[config.mk]
export PLATFORM = sky130hd
export DESIGN_NAME = riscv_prefetch_fetch
export DESIGN_NICKNAME = d
export VERILOG_FILES = /design/src/rtl/riscv_prefetch_fetch_pkg.sv /design/src/rtl/riscv_prefetch_fetch_sync_fifo.sv /design/src/rtl/riscv_prefetch_fetch.sv
export SDC_FILE = /design/constraint.sdc
export NUM_CORES = 1
export LEC_CHECK = 0
export ABC_AREA = 1
export CAP_MARGIN = 0
export CELL_PAD_IN_SITES_DETAIL_PLACEMENT = 1
export CELL_PAD_IN_SITES_GLOBAL_PLACEMENT = 1
export CORE_ASPECT_RATIO = 2
export CORE_MARGIN = 5
export CORE_UTILIZATION = 47
export DETAILED_ROUTE_END_ITERATION = 8
export DONT_BUFFER_PORTS = 1
export MAX_ROUTING_LAYER = met4
export PLACE_DENSITY_LB_ADDON = 0.2
export RECOVER_POWER = 100
export SYNTH_ARGS = -nofsm -noshare
export SYNTH_HDL_FRONTEND = slang
export SYNTH_SLANG_ARGS = --single-unit
[constraint.sdc]
create_clock -name clk -period 3.7 [get_ports clk]
set_input_delay 0.74 -clock clk [delete_from_list [all_inputs] [get_ports clk]]
set_output_delay 0.74 -clock clk [all_outputs]
set_load 0.005 [all_outputs]
[src/rtl/riscv_prefetch_fetch_pkg.sv]
// Shared definitions for the prefetching fetch stage: retire-length encodings,
// the FIFO entry layout and RVC length detection.
package riscv_prefetch_fetch_pkg;

    localparam logic [1:0] RETIRE_LEN_NONE = 2'd0;
    localparam logic [1:0] RETIRE_LEN_HALF = 2'd1;
    localparam logic [1:0] RETIRE_LEN_WORD = 2'd2;

    // One aligned instruction-memory word, split into its two parcels.
    typedef struct packed {
        logic [15:0] hi;
        logic [15:0] lo;
    } fetch_entry_t;

    // A parcel whose two low bits are not 2'b11 starts a 16-bit instruction.
    function automatic logic is_compressed(input logic [1:0] opcode);
        return opcode != 2'b11;
    endfunction

endpackage

[src/rtl/riscv_prefetch_fetch_sync_fifo.sv]
// Synchronous FIFO with flush and a two-entry look-ahead (head and head+1).
module riscv_sync_fifo #(
    parameter int WIDTH = 32,
    parameter int DEPTH = 4
) (
    input  logic                     clk,
    input  logic                     rst,
    input  logic                     push,
    input  logic                     pop,
    input  logic                     flush,
    input  logic [WIDTH-1:0]         wdata,
    output logic [WIDTH-1:0]         peek0,
    output logic [WIDTH-1:0]         peek1,
    output logic [$clog2(DEPTH):0]   level
);

    localparam int AW = $clog2(DEPTH);
    localparam int LW = AW + 1;
    localparam logic [AW-1:0] PTR_ONE = AW'(1);
    localparam logic [LW-1:0] LVL_ONE = LW'(1);

    logic [WIDTH-1:0] mem [DEPTH];
    logic [AW-1:0]    wr_ptr;
    logic [AW-1:0]    rd_ptr;

    // Storage array; contents are only meaningful below level, so no reset.
    always_ff @(posedge clk) begin
        if (push && !flush) begin
            mem[wr_ptr] <= wdata;
        end
    end

    // Pointers wrap modulo DEPTH; level runs 0..DEPTH; flush wins over push/pop.
    always_ff @(posedge clk) begin
        if (rst || flush) begin
            wr_ptr <= '0;
            rd_ptr <= '0;
            level  <= '0;
        end else begin
            if (push) wr_ptr <= wr_ptr + PTR_ONE;
            if (pop)  rd_ptr <= rd_ptr + PTR_ONE;
            case ({push, pop})
                2'b10:   level <= level + LVL_ONE;
                2'b01:   level <= level - LVL_ONE;
                default: level <= level;
            endcase
        end
    end

    assign peek0 = mem[rd_ptr];
    assign peek1 = mem[rd_ptr + PTR_ONE];

endmodule

[src/rtl/riscv_prefetch_fetch.sv]
// Prefetching fetch stage: issues word requests into a small FIFO and aligns
// 16/32-bit instructions across word boundaries for the decoder.
module riscv_prefetch_fetch
    import riscv_prefetch_fetch_pkg::*;
#(
    parameter int                    ADDR_WIDTH    = 32,
    parameter int                    WORD_WIDTH    = 32,
    parameter int                    DEPTH         = 4,
    parameter logic [ADDR_WIDTH-1:0] BOOT_ADDR     = '0,
    parameter bit                    COMPRESSED_EN = 1'b1
) (
    input  logic                     clk,
    input  logic                     rst,
    input  logic                     req_i,
    input  logic [ADDR_WIDTH-1:0]    target_addr_i,
    input  logic                     target_valid_i,
    input  logic [1:0]               retired_inst_len_i,
    output logic [31:0]              instr_o,
    output logic [ADDR_WIDTH-1:0]    instr_addr_o,
    output logic                     instr_valid_o,
    output logic [$clog2(DEPTH):0]   fifo_level_o,
    output logic                     imem_valid_o,
    input  logic                     imem_ready_i,
    output logic [ADDR_WIDTH-1:0]    imem_addr_o,
    output logic [31:0]              imem_wdata_o,
    output logic [3:0]               imem_we_o,
    input  logic [31:0]              imem_rdata_i
);

    localparam int LW = $clog2(DEPTH) + 1;

    if (WORD_WIDTH != 32) begin : g_word_width_check
        $error("riscv_prefetch_fetch: WORD_WIDTH must be 32");
    end
    if (DEPTH < 2 || (DEPTH & (DEPTH - 1)) != 0) begin : g_depth_check
        $error("riscv_prefetch_fetch: DEPTH must be a power of 2 and >= 2");
    end

    logic [ADDR_WIDTH-1:0] pc;
    logic [ADDR_WIDTH-1:0] fetch_addr;
    logic [ADDR_WIDTH-1:0] req_addr;
    logic                  pending;
    logic                  discard;
    logic [LW-1:0]         level;
    fetch_entry_t          head;
    fetch_entry_t          next;
    fetch_entry_t          assembled;
    logic                  issue;
    logic                  handshake;
    logic                  push;
    logic                  pop;
    logic                  pc_hi;
    logic                  head_rvc;
    logic                  need_two;

    assign issue        = req_i && !pending && (level < LW'(DEPTH));
    assign imem_valid_o = !rst && (pending || issue);
    assign handshake    = imem_valid_o && imem_ready_i;
    assign imem_addr_o  = imem_valid_o ? (pending ? req_addr : fetch_addr) : '0;
    assign imem_wdata_o = '0;
    assign imem_we_o    = '0;

    // Responses are dropped while a stale request drains or when a redirect lands.
    assign push = handshake && !discard && !target_valid_i;

    // Request tracking: a visible request is held until accepted, even across redirects.
    always_ff @(posedge clk) begin
        if (rst) begin
            pending    <= 1'b0;
            discard    <= 1'b0;
            fetch_addr <= BOOT_ADDR;
            req_addr   <= BOOT_ADDR;
        end else begin
            if (handshake) begin
                pending <= 1'b0;
            end else if (imem_valid_o) begin
                pending <= 1'b1;
                if (!pending) req_addr <= fetch_addr;
            end

            if (target_valid_i) begin
                fetch_addr <= {target_addr_i[ADDR_WIDTH-1:2], 2'b00};
                discard    <= imem_valid_o && !imem_ready_i;
            end else if (handshake) begin
                if (discard) discard    <= 1'b0;
                else         fetch_addr <= fetch_addr + ADDR_WIDTH'(4);
            end
        end
    end

    riscv_sync_fifo #(
        .WIDTH ($bits(fetch_entry_t)),
        .DEPTH (DEPTH)
    ) u_fifo (
        .clk   (clk),
        .rst   (rst),
        .push  (push),
        .pop   (pop),
        .flush (target_valid_i),
        .wdata (imem_rdata_i),
        .peek0 (head),
        .peek1 (next),
        .level (level)
    );

    assign pc_hi    = COMPRESSED_EN && pc[1];
    assign head_rvc = is_compressed(head.hi[1:0]);
    assign need_two = pc_hi && !head_rvc;

    // Aligner: pick the parcel(s) at pc and decide whether they are all present.
    always_comb begin
        assembled = head;
        if (pc_hi) begin
            assembled.lo = head.hi;
            assembled.hi = head_rvc ? 16'h0000 : next.lo;
        end
        instr_valid_o = need_two ? (level >= LW'(2)) : (level >= LW'(1));
        instr_o       = instr_valid_o ? assembled : '0;
    end

    // A retire crossing into the next word frees the head entry.
    assign pop = instr_valid_o && !target_valid_i &&
                 ((pc_hi && retired_inst_len_i != RETIRE_LEN_NONE) ||
                  (retired_inst_len_i == RETIRE_LEN_WORD));

    // Program counter: redirect beats retire.
    always_ff @(posedge clk) begin
        if (rst) begin
            pc <= BOOT_ADDR;
        end else if (target_valid_i) begin
            pc <= {target_addr_i[ADDR_WIDTH-1:2], target_addr_i[1] & COMPRESSED_EN, 1'b0};
        end else if (instr_valid_o) begin
            pc <= pc + ADDR_WIDTH'({retired_inst_len_i, 1'b0});
        end
    end

    assign instr_addr_o = pc;
    assign fifo_level_o = level;

    logic unused_bits;
    assign unused_bits = ^{target_addr_i[0], next.hi};

    // Consumer contract and internal invariant checks.
    a_retire_needs_valid: assert property (@(posedge clk) disable iff (rst)
        retired_inst_len_i != RETIRE_LEN_NONE |-> instr_valid_o);
    a_retire_len_legal: assert property (@(posedge clk) disable iff (rst)
        retired_inst_len_i != 2'd3);
    a_no_half_without_rvc: assert property (@(posedge clk) disable iff (rst)
        !COMPRESSED_EN |-> retired_inst_len_i != RETIRE_LEN_HALF);
    a_no_push_when_full: assert property (@(posedge clk) disable iff (rst)
        push |-> level < LW'(DEPTH));

endmodule

==> results of run 1 <==
==> registers in the layout (all words and copies together) (netlist names), named ones only <==
register / count
discard: 1
u_fifo.mem: 128
pending: 1
req_addr: 32
u_fifo.level: 3
fetch_addr: 30
u_fifo.rd_ptr: 2
u_fifo.wr_ptr: 2
instr_addr_o: 31
==> timing repair <==
action,CTS,global route
endpoints found under the setup margin,9,11
gates resized for setup,2,3
setup buffers,0,0
==> final cells by class <==
class | instances | area, µm²
Timing Repair Buffer | 19 | 120.1
Clock buffer | 27 | 610.6
Sequential cell | 232 | 5928
Fill cell | 3297 | 13040
Clock inverter | 15 | 135.1
Tap cell | 344 | 430.4
Antenna cell | 2 | 5.005
Inverter | 157 | 594.3
Multi-Input combinational cell | 1129 | 5520
==> metal layers <==
metal | part of all wire | track usage
met2 | 0.56 | 0.5291
met4 | 0.072 | 0.1773
met3 | 0.058 | 0.05648
met1 | 0.31 | 0.2375
met5 | 0 | -
==> kinds of logic after synthesis <==
family / synth area share
other: 0.0002987
XOR/XNOR: 0.01395
AO/OA/AOI/OAI: 0.1578
adder cells (fa/ha/maj): 0.01256
flip-flops: 0.4720
buffers and inverters: 0.1005
AND/OR/NAND/NOR: 0.2430
==> power groups by stage <==
| stage | combinational [mW] | clock [mW] | sequential, mW |
|---|---|---|---|
| global route | 0.474 | 2.49 | 2.89 |
| CTS | 0.428 | 2.39 | 2.88 |
| global placement | 0.409 | 0 | 2.93 |
| detailed placement | 0.422 | 0 | 2.94 |
| floorplan | 0.375 | 0 | 2.89 |
| finish | 0.421 | 2.34 | 2.88 |
==> cell usage after synthesis (all sizes together) (2+ instances only) <==
master and n:
dfxtp 104, clkbuf 51, o211ai 4, nor2 158
nor3b 2, edfxtp 128, xnor2 6, a32o 14
xor2 14, nand2 473, nand3 69, nand4 16
inv 155, o221ai 15, ha 11, clkinv 2
a21oi 122, o22ai 32, o21a 30, buf 68
or2 2, a31oi 8, o21ai 65, a211oi 13
a22oi 13, nor3 10, nand3b 9
==> worst paths after layout <==
kind         slack (ns)                end  cells after the start
min reg2reg        0.46        req_addr[0]                      2
min                0.27    instr_addr_o[3]                      1
max                0.14        instr_o[12]                     10
max reg2reg        0.40  u_fifo.mem[0][22]                      8
==> critical path: stages, from the launching register on <==
cell      delay [ns]
dfxtp_2         0.51
inv_4           0.15
nand2_1         0.12
nand3_1         0.11
nand2_2         0.16
nand3_4         0.29
nand2_8         0.24
nand2_8         0.17
inv_4           0.22
buf_4           0.22
a211oi_2        0.07
==> results_dict.tcl, run 1 <==
set metrics [dict create \
    post-place-ws_ns 0.4577 \
    cts_buffer_depth 3 \
    rows 84 \
    die_w_um 125.6 \
    path_max_fanout 21 \
    syn_area_per_cell_um2 7.842 \
    numPortBuffers 0 \
    critPathKind "flip-flop to primary output" \
    maxCapViolations 1 \
    num_io_pins 208 \
    critPathArrivalTime_ns 2.82 \
    max_slew_margin -0.02433 \
    combPwrFrac 0.075 \
    yosysWarnings 0 \
    final_nets 1645 \
    via_per_inst 5.750 \
    synth_cell_types 47 \
    design_area_um2 13340 \
    antenna_left 0 \
    finalCritPeriodShare 0.9620 \
    finClkSkew_ns 0.01672 \
    seq_power_share 0.510 \
    clkLatencyLatePin_ns 0.54 \
    violations "max-capacitance violations, max-slew violations" \
    cts_sinks 232 \
    power_mw 5.644 \
    hpwl_mm 30.84 \
    cts_htree_levels 1 \
    core_area_um2 26380 \
    required_ns 2.96 \
    first_global_vias 11561 \
    drt_first_pass_iters 4 \
    outcome "finished with violations" \
    area_growth_pct 6.288 \
    hold_violations 0 \
    globalplace.congestion 0.9785 \
    synth-main-ff-cell "edfxtp_1" \
    cts_tree "built" \
    clockPowerShare 0.415 \
    worstSetupEndpointType "primary output" \
    placed_cells 1881 \
    placed_area_um2 12630 \
    grt_max_degree 79 \
    tightest_slew_ns 1.537 \
    startpoint_type "flip-flop" \
    mostFrequentLayoutCells "nand2_1, nor2_1, inv_1" \
    syn-instance-count 1601 \
    wl_per_cell_um 21.72 \
    drt_iter0_drc 631 \
    stdcell_count 1925 \
    grt_pass1_wl_mm 63.22 \
    fin_util 0.5058 \
    slew_violations 34 \
    final-setup-viol-count 0 \
    max_freq_ghz 0.2809 \
    syn_area_um2 12550 \
    wirelength_mm 41.82 \
    synth-edff-count 128 \
    synth_seq_cells 232 \
    antenna_found_initial 1 \
    clkSlewWorstSetupHoldPaths_ns 0.07 \
    root_buffer "clkbuf_16" \
    yosysTopAreaCellShare 0.3062 \
    rsz0062_at_grt "false" \
    ys_seq_area_frac 0.4720 \
    synthTopCellsByArea "edfxtp_1, dfxtp_1, nand2_1" \
    finalSetupTns_ns 0 \
    die_area_um2 30280 \
    power.density_nw_per_um2 422.9 \
    power.share.switching 0.2567 \
    vdd_drop_max_uv 323.6 \
    min_from "rst" \
    die_h_um 241.1 \
    hold_buffers 0 \
    drive_gt1_frac 0.05383 \
    initial_utilization 0.4759 \
    post-synth-top-area-cell "edfxtp_1" \
    r2r-start "u_fifo.level[2]" \
    vias 11068 \
    ys_async_sr_fraction 0 \
    switching_power_mw 1.449 \
    grt_use_total 0.2758 \
    timing.final.crit_period_ns 3.560 \
    drc 0 \
    leakagePower_nw 5.178 \
    numCtsBuffers 23 \
    grt_overflow 0 \
    final_common_cell "nand2_1" \
    timing.final.ws_setup_ns 0.1405 \
    p_int_mw 4.195 \
    hold_ws_ns 0.2652 \
    hp-class "input port to flip-flop" \
]
Note: power is estimated with default switching activity, not from simulation.
==> run 2, diff against run 1 <==
--- a/config.mk
+++ b/config.mk
@@ -7,16 +7,15 @@
 export LEC_CHECK = 0
 export ABC_AREA = 1
 export CAP_MARGIN = 0
-export CELL_PAD_IN_SITES_DETAIL_PLACEMENT = 1
-export CELL_PAD_IN_SITES_GLOBAL_PLACEMENT = 1
 export CORE_ASPECT_RATIO = 2
 export CORE_MARGIN = 5
-export CORE_UTILIZATION = 47
+export CORE_UTILIZATION = 57
 export DETAILED_ROUTE_END_ITERATION = 8
 export DONT_BUFFER_PORTS = 1
 export MAX_ROUTING_LAYER = met4
 export PLACE_DENSITY_LB_ADDON = 0.2
 export RECOVER_POWER = 100
+export SLEW_MARGIN = 20
 export SYNTH_ARGS = -nofsm -noshare
 export SYNTH_HDL_FRONTEND = slang
 export SYNTH_SLANG_ARGS = --single-unit
==> results_dict.tcl, run 2 (synthesis results as in run 1) <==
set metrics [dict create \
    fill_cells 2088 \
    maxCapViolations 1 \
    rows 77 \
    crit_path_end "instr_o[13]" \
    met3WireLength_mm 2.174 \
    numCtsBuffers 22 \
    power.density_nw_per_um2 421.3 \
    initial_utilization 0.5715 \
    r2r-start "u_fifo.level[2]" \
    path_max_fanout 29 \
    via_per_inst 5.740 \
    drt_first_pass_iters 5 \
    finClkSkew_ns 0.01776 \
    mostFrequentLayoutCells "nand2_1, nor2_1, inv_1" \
    numPortBuffers 0 \
    placed_cells 1810 \
    rsz0062_at_grt "false" \
    antenna_left 0 \
    tightest_slew_ns 1.555 \
    grt_overflow 0 \
    violations "max-capacitance violations, max-slew violations" \
    critPathArrivalTime_ns 2.73 \
    hold_violations 0 \
    max_flop_register "u_fifo.mem" \
    grt_pass1_wl_mm 54.86 \
    final_nets 1641 \
    antenna_found_initial 0 \
    wl_per_cell_um 19.56 \
    first_global_vias 10451 \
    outcome "finished with violations" \
    startpoint_type "flip-flop" \
    final_common_cell "nand2_1" \
    slew_violations 34 \
    max_freq_ghz 0.2882 \
    leakagePower_nw 5.125 \
    r2r-end "req_addr[30]" \
    worstSetupEndpointType "primary output" \
    cts_htree_levels 1 \
    diodes 0 \
    cts_sinks 232 \
    hpwl_mm 26.42 \
    met2_length_mm 20.27 \
    finalSetupTns_ns 0 \
    vias 10619 \
    root_buffer "clkbuf_16" \
    drive_gt1_frac 0.04701 \
    drt-met1-wl_mm 11.67 \
    timing.final.crit_period_ns 3.469 \
    vdd_drop_max_uv 511.0 \
    clkLatencyLatePin_ns 0.53 \
    num_io_pins 208 \
    final-setup-viol-count 0 \
    largest_reg_flops 128 \
    cts_setup_buffers 0 \
    die_w_um 114.9 \
    reg2reg_depth 9 \
    max_slew_margin -0.03662 \
    area_growth_pct 5.033 \
    wirelength_mm 36.18 \
    die_area_um2 25270 \
    stdcell_count 1850 \
    cts_buffer_depth 3 \
    grt_max_degree 79 \
    cts_tree "built" \
    die_h_um 219.9 \
    hp-class "input port to flip-flop" \
    r2r_slack_ns 0.67 \
    finalCritPeriodShare 0.9377 \
    critPathKind "flip-flop to primary output" \
    fin_util 0.6003 \
    highest_layer "met4" \
    globalplace.congestion 0.9807 \
    drc 0 \
    required_ns 2.96 \
    clkSlewWorstSetupHoldPaths_ns 0.06 \
    grt_use_total 0.2875 \
    drt_iter0_drc 783 \
    core_area_um2 21970 \
]
[run 2: cell type report]
type | instances | area [µm²] | share of cell area
clock inverters | 14 | 161.4 | 0.01224
well taps | 276 | 345.3 | 0.02619
repair buffers | 16 | 101.3 | 0.007686
inverters | 157 | 591.8 | 0.04488
clock buffers | 26 | 565.5 | 0.04289
flip-flops and latches | 232 | 5927 | 0.4495
multi-input cells | 1129 | 5494 | 0.4166
[run 2: power breakdown]
part,switching [mW],internal (mW)
Sequential,0.0841,2.79
Clock,0.975,1.31
Combinational,0.268,0.131
[run 2: repair_timing]
item / CTS / global route
resized for setup: 1 / 4
endpoints found under the setup margin: 14 / 17
hold buffers: 0 / 0
cloned: 0 / 0
[run 2: worst min path at each step]
| stage | slack [ns] | startpoint | depth (start not counted) | end |
|---|---|---|---|---|
| global route | 0.28 | imem_rdata_i[21] | 0 | u_fifo.mem[1][21] |
| CTS | 0.27 | rst | 1 | instr_addr_o[9] |
| floorplan | 0.43 | req_addr[0] | 2 | req_addr[0] |
| detailed placement | 0.45 | req_addr[0] | 2 | req_addr[0] |
| global placement | 0.44 | req_addr[1] | 2 | req_addr[1] |
| finish | 0.30 | rst | 1 | fetch_addr[4] |
[run 2: routing by layer]
layer,up-vias,track usage
li1,5174,-
met1,4976,0.2589
met2,359,0.5480
met3,110,0.05194
met4,0,0.1582
met5,-,-
[run 2: stage by stage]
stage	power, mW	area [µm²]	hold WS, ns	setup WS, ns
5_1_grt	5.784	13190	0.2807	0.09362
6_report	5.555	13190	0.3046	0.2306
4_1_cts	5.610	13240	0.2723	0.01939
3_5_place_dp	3.327	12510	0.4460	0.4758
2_1_floorplan	3.268	12690	0.4324	0.5933
3_3_place_gp	3.317	12510	0.4394	0.5175
[run 2: critical path, cell delays in order (launching register included)]
cell and delay [ns]:
dfxtp_2 0.56, inv_2 0.11, nand2_1 0.08, nand3_1 0.08, nand2_2 0.17, nand3_4 0.26, nand2_4 0.28, nand2_8 0.21
inv_4 0.29, a211oi_1 0.12
